[config.mk]
export PLATFORM = sky130hd
export DESIGN_NAME = reg_writeback
export DESIGN_NICKNAME = d
export VERILOG_FILES = /design/src/rtl/reg_writeback.sv
export SDC_FILE = /design/constraint.sdc
export NUM_CORES = 1
export LEC_CHECK = 0
export CORE_ASPECT_RATIO = 1.25
export CORE_UTILIZATION = 58
export CTS_CLUSTER_SIZE = 12
export DETAILED_ROUTE_END_ITERATION = 10
export PLACE_DENSITY = 0.85
export SLEW_MARGIN = 20
export SYNTH_ARGS = -nofsm -noshare
export SYNTH_HDL_FRONTEND = slang
export SYNTH_SLANG_ARGS = --single-unit
[constraint.sdc]
create_clock -name Clock -period 4.03 [get_ports Clock]
set_clock_uncertainty 0.2 [all_clocks]
set_input_delay 1.0075 -clock Clock [delete_from_list [all_inputs] [get_ports Clock]]
set_output_delay 1.0075 -clock Clock [all_outputs]
set_load 0.01 [all_outputs]
[src/rtl/reg_writeback.sv]
`default_nettype none
// ============================================================================
// Module   : reg_writeback
// Purpose  : Register-file write master. Merges ALU and queued MDU/load
//            writebacks into one registered write port. Tracks pending MDU
//            writes so decode can stall on RAW hazards.
// Options  : WB_BYPASS_EN adds forwarding of the in-flight write.
// Revision : 1.0 - initial release
// ============================================================================
module reg_writeback #(
    parameter int DEPTH = 4
) (
    input  logic        Clock,
    input  logic        Reset,
    input  logic        AluValid,
    input  logic [4:0]  AluRdAddr,
    input  logic [31:0] AluData,
    input  logic        MduValid,
    output logic        MduReady,
    input  logic [4:0]  MduRdAddr,
    input  logic [31:0] MduData,
    input  logic [4:0]  RsAddr,
    input  logic [4:0]  RtAddr,
    output logic        RsBusy,
    output logic        RtBusy,
    output logic        RegWrite,
    output logic [4:0]  RdAddr,
    output logic [31:0] RdData
`ifdef WB_BYPASS_EN
    ,
    output logic        RsFwd,
    output logic        RtFwd,
    output logic [31:0] RsFwdData,
    output logic [31:0] RtFwdData
`endif
);

    localparam int c_AW = $clog2(DEPTH);

    logic [c_AW:0]    r_wptr;
    logic [c_AW:0]    r_rptr;
    logic [4:0]       r_addr [DEPTH];
    logic [31:0]      r_data [DEPTH];
    logic [DEPTH-1:0] r_valid;
    logic [DEPTH-1:0] r_stale;

    logic             w_full;
    logic             w_empty;
    logic             w_push;
    logic             w_pop;
    logic             w_alu_req;
    logic [c_AW-1:0]  w_widx;
    logic [c_AW-1:0]  w_ridx;
    logic             w_rs_hit;
    logic             w_rt_hit;

    assign w_full    = (r_wptr[c_AW] != r_rptr[c_AW]) &&
                       (r_wptr[c_AW-1:0] == r_rptr[c_AW-1:0]);
    assign w_empty   = (r_wptr == r_rptr);
    assign w_widx    = r_wptr[c_AW-1:0];
    assign w_ridx    = r_rptr[c_AW-1:0];
    assign MduReady  = !w_full;

    // Writes to r0 complete the handshake but are dropped on the floor.
    assign w_push    = MduValid && !w_full && (MduRdAddr != 5'd0);
    assign w_alu_req = AluValid && (AluRdAddr != 5'd0);
    assign w_pop     = !w_alu_req && !w_empty;

    always_ff @(posedge Clock or posedge Reset) begin
        if (Reset) begin
            r_wptr  <= '0;
            r_rptr  <= '0;
            r_valid <= '0;
            r_stale <= '0;
        end else begin
            // ALU overwrite squashes older queued writes to the same register.
            for (int i = 0; i < DEPTH; i++) begin
                if (w_alu_req && r_valid[i] && (r_addr[i] == AluRdAddr))
                    r_stale[i] <= 1'b1;
            end
            if (w_push) begin
                r_valid[w_widx] <= 1'b1;
                r_stale[w_widx] <= 1'b0;
                r_wptr          <= r_wptr + 1'b1;
            end
            if (w_pop) begin
                r_valid[w_ridx] <= 1'b0;
                r_rptr          <= r_rptr + 1'b1;
            end
        end
    end

    always_ff @(posedge Clock) begin
        if (w_push) begin
            r_addr[w_widx] <= MduRdAddr;
            r_data[w_widx] <= MduData;
        end
    end

    always_ff @(posedge Clock or posedge Reset) begin
        if (Reset) begin
            RegWrite <= 1'b0;
            RdAddr   <= 5'd0;
            RdData   <= 32'd0;
        end else if (w_alu_req) begin
            RegWrite <= 1'b1;
            RdAddr   <= AluRdAddr;
            RdData   <= AluData;
        end else if (!w_empty) begin
            RegWrite <= !r_stale[w_ridx];
            RdAddr   <= r_addr[w_ridx];
            RdData   <= r_data[w_ridx];
        end else begin
            RegWrite <= 1'b0;
        end
    end

    always_comb begin
        w_rs_hit = 1'b0;
        w_rt_hit = 1'b0;
        for (int i = 0; i < DEPTH; i++) begin
            if (r_valid[i] && !r_stale[i] && (r_addr[i] == RsAddr))
                w_rs_hit = 1'b1;
            if (r_valid[i] && !r_stale[i] && (r_addr[i] == RtAddr))
                w_rt_hit = 1'b1;
        end
    end

    assign RsBusy = w_rs_hit && (RsAddr != 5'd0);
    assign RtBusy = w_rt_hit && (RtAddr != 5'd0);

`ifdef WB_BYPASS_EN
    assign RsFwd     = RegWrite && (RdAddr == RsAddr) && (RsAddr != 5'd0);
    assign RtFwd     = RegWrite && (RdAddr == RtAddr) && (RtAddr != 5'd0);
    assign RsFwdData = RdData;
    assign RtFwdData = RdData;
`endif

endmodule
`default_nettype wire

==> impl_metrics.ini <==
[worst_setup_path]
critical-path-slowest-cell = clkdlybuf4s50_1
cp_top_family = buffers and inverters
cp.required_ns = 2.82
critPathArrivalTime_ns = 2.65
path_class = input pin to output port
path_max_fanout = 5
path_buf_inv = 2
slowest_delay_ns = 0.55
critPathCaptureType = output port
start_kind = input pin
path_cells = dlygate4sd2_1 > xnor2_1 > nand4_1 > nor3_1 > nor4_1 > a21oi_1 > clkdlybuf4s50_1

[cts]
cts_resized = 8
clk_latency_ns = 0.43
clkTransAtPathRegs_ns = 0.07
cts-hold-fix-buffers = 0
numCtsBuffers = 17
cts_setup_buffers = 0
cts_root_buf = clkbuf_16
cts_buffer_depth = 2
cts_tree = built
clock_sinks = 200
htreeDepth = 4

[yosys]
avgSynthCellArea_sq_um = 14.97
synth_top_area_share_pct = 51.99
synthCells = 571
yosys_warnings = 0
yosysSeqAreaShare_pct = 67.21
netlist_area_sq_mm = 0.008548
synthDistinctLibCells = 32
ys_seq_elements = 200
synth_area_leader_cell = edfxtp_1
synth_area_leaders = edfxtp_1 52%, dfrtp_1 15%, mux4_2 10%
synth_nets = 667

[routing]
via_count = 5269
drt_iter0_markers = 327
route.detailed.drc = 0
drt-vias-per-instance = 5.940
ant_nets = 0
dr.pass1.iters = 4
routedWlPerCell_um = 22.18
drt-total-wl_um = 19680

[power]
total_power_mw = 7.504
leakage_nw = 3.779
p_per_area_mw_per_mm2 = 706.5
ir_drop_mv = 0.5099

[place]
preCtsSetupSlack_ns = -0.1080
postPlaceCellArea_sq_mm = 0.01007
dpl.hpwl_um = 12760
portBuffers = 128
place_congestion = 0.8901

[grt]
busiest_layer = met2
use_met1_pct = 31.74
grt_pass1_wl_um = 30060
met3_usage_pct = 5.455
antenna_found_initial = 0
use_met2_pct = 48.24
grt_max_degree = 48
grt_overflow_total = 0
grt_pass1_vias = 5421
grt_use_total_pct = 26.85

[die]
floorplan.rows = 49
die_w_um = 110.6
ios = 129
dieArea_sq_mm = 0.01523
die_height_um = 137.7
initial_core_util_pct = 59.33
core_sq_mm = 0.01441

[sta]
finalSetupTns_ns = 0
fmax_ghz = 0.2594
setup_violations = 0
hold_viol = 0
relSlewSlack_pct = 40.52
maxSlewViolCount = 0
rsz0062_at_grt = no
whs_ns = 0.2962
fin_crit_ns = 3.856
worst_pin_slew_ns = 0.8922
setup_ws_ns = 0.1744
timing.final.crit_share_pct = 95.67

[layout]
final_area_sq_mm = 0.01062
n_antenna_cell = 0
drive_above_1_share_pct = 13.96
layout_commonest_cell = edfxtp_1
multi_input_area_sq_mm = 0.002594
syn_to_final_growth_pct = 24.25
register_area_sq_mm = 0.005748
fill_cells = 862
num-nets-final = 792
mostFrequentLayoutCells = 148 x edfxtp_1, 118 x clkdlybuf4s50_1, 73 x nand2_1

[min_path]
hp-class = flip-flop to flip-flop

[outcome]
status = finished clean

[run]
maxCapViolCount = 0
==> state kept, by name, indices dropped and copies added (netlist names) <==
signal and cells:
RdData 32, r_stale 4, r_addr 20, r_rptr 3, r_wptr 3, RdAddr 5, r_data 128, r_valid 4
RegWrite 1
==> per-layer routing <==
layer	up-vias	share of wire [%]
li1	2351	-
met1	2696	38
met2	184	55
met3	38	4.8
met4	0	2.4
met5	-	0
==> final timing paths <==
kind / startpoint / endpoint / slack (ns) / cells past startpoint
max reg2reg: r_rptr[2] / RdData[17] / 1.09 / 5
max: RtAddr[3] / RtBusy / 0.17 / 7
min in group asynchronous: Reset / RdData[18] / 0.68 / 2
max in group asynchronous: Reset / r_rptr[0] / 2.08 / 3
min: r_wptr[2] / r_wptr[2] / 0.30 / 1
min reg2reg: r_wptr[2] / r_wptr[2] / 0.30 / 1
==> cells by family after synthesis <==
group / Yosys count / share of synthesized area (%)
flip-flops: 200 / 67.21
multiplexers: 40 / 10.28
buffers and inverters: 47 / 2.605
AO/OA/AOI/OAI: 53 / 3.967
adder cells (fa/ha/maj): 8 / 1.171
XOR/XNOR: 67 / 6.953
AND/OR/NAND/NOR: 156 / 7.816
==> area by class of cell <==
cell class | count | share of cell area [%]
tap | 178 | 2.097
timing repair buffer | 147 | 13.95
clock buffer | 17 | 4.005
inverter | 6 | 0.2120
multi-input combinational | 324 | 24.42
clock inverter | 15 | 1.202
sequential | 200 | 54.12
==> metrics by stage <==
stage,instances,util (%)
detailed placement,855,69.92
global route,887,73.72
floorplan,571,-
global placement,855,69.92
finish,887,73.72
CTS,887,73.69
==> report_power, final <==
part           switching (mW)  internal (mW)  total, mW  leakage (nW)
clock network           0.749          0.855       1.60         0.267
registers               0.316           2.84       3.16          1.96
logic                    1.43           1.31       2.74          1.55
==> cell usage after synthesis <==
library cell	count
inv_1	5
o21ai_2	1
or4_1	2
clkbuf_1	18
nand2_2	1
a21oi_1	3
and2_1	4
mux2_2	2
mux4_2	38
or3_1	1
edfxtp_1	148
a31oi_1	39
buf_1	2
o21a_1	1
dfrtp_1	52
ha_1	8
nor4_1	2
o21ai_0	4
nor2_1	46
clkinv_1	1
a2bb2oi_1	3
nand4_1	12
nand2_1	73
and2_0	1
nand2b_1	4
buf_2	13
buf_4	8
xnor2_2	1
xor2_1	12
xnor2_1	54
a22o_1	2
nor3_1	10
Note: power is estimated with default switching activity, not from simulation.
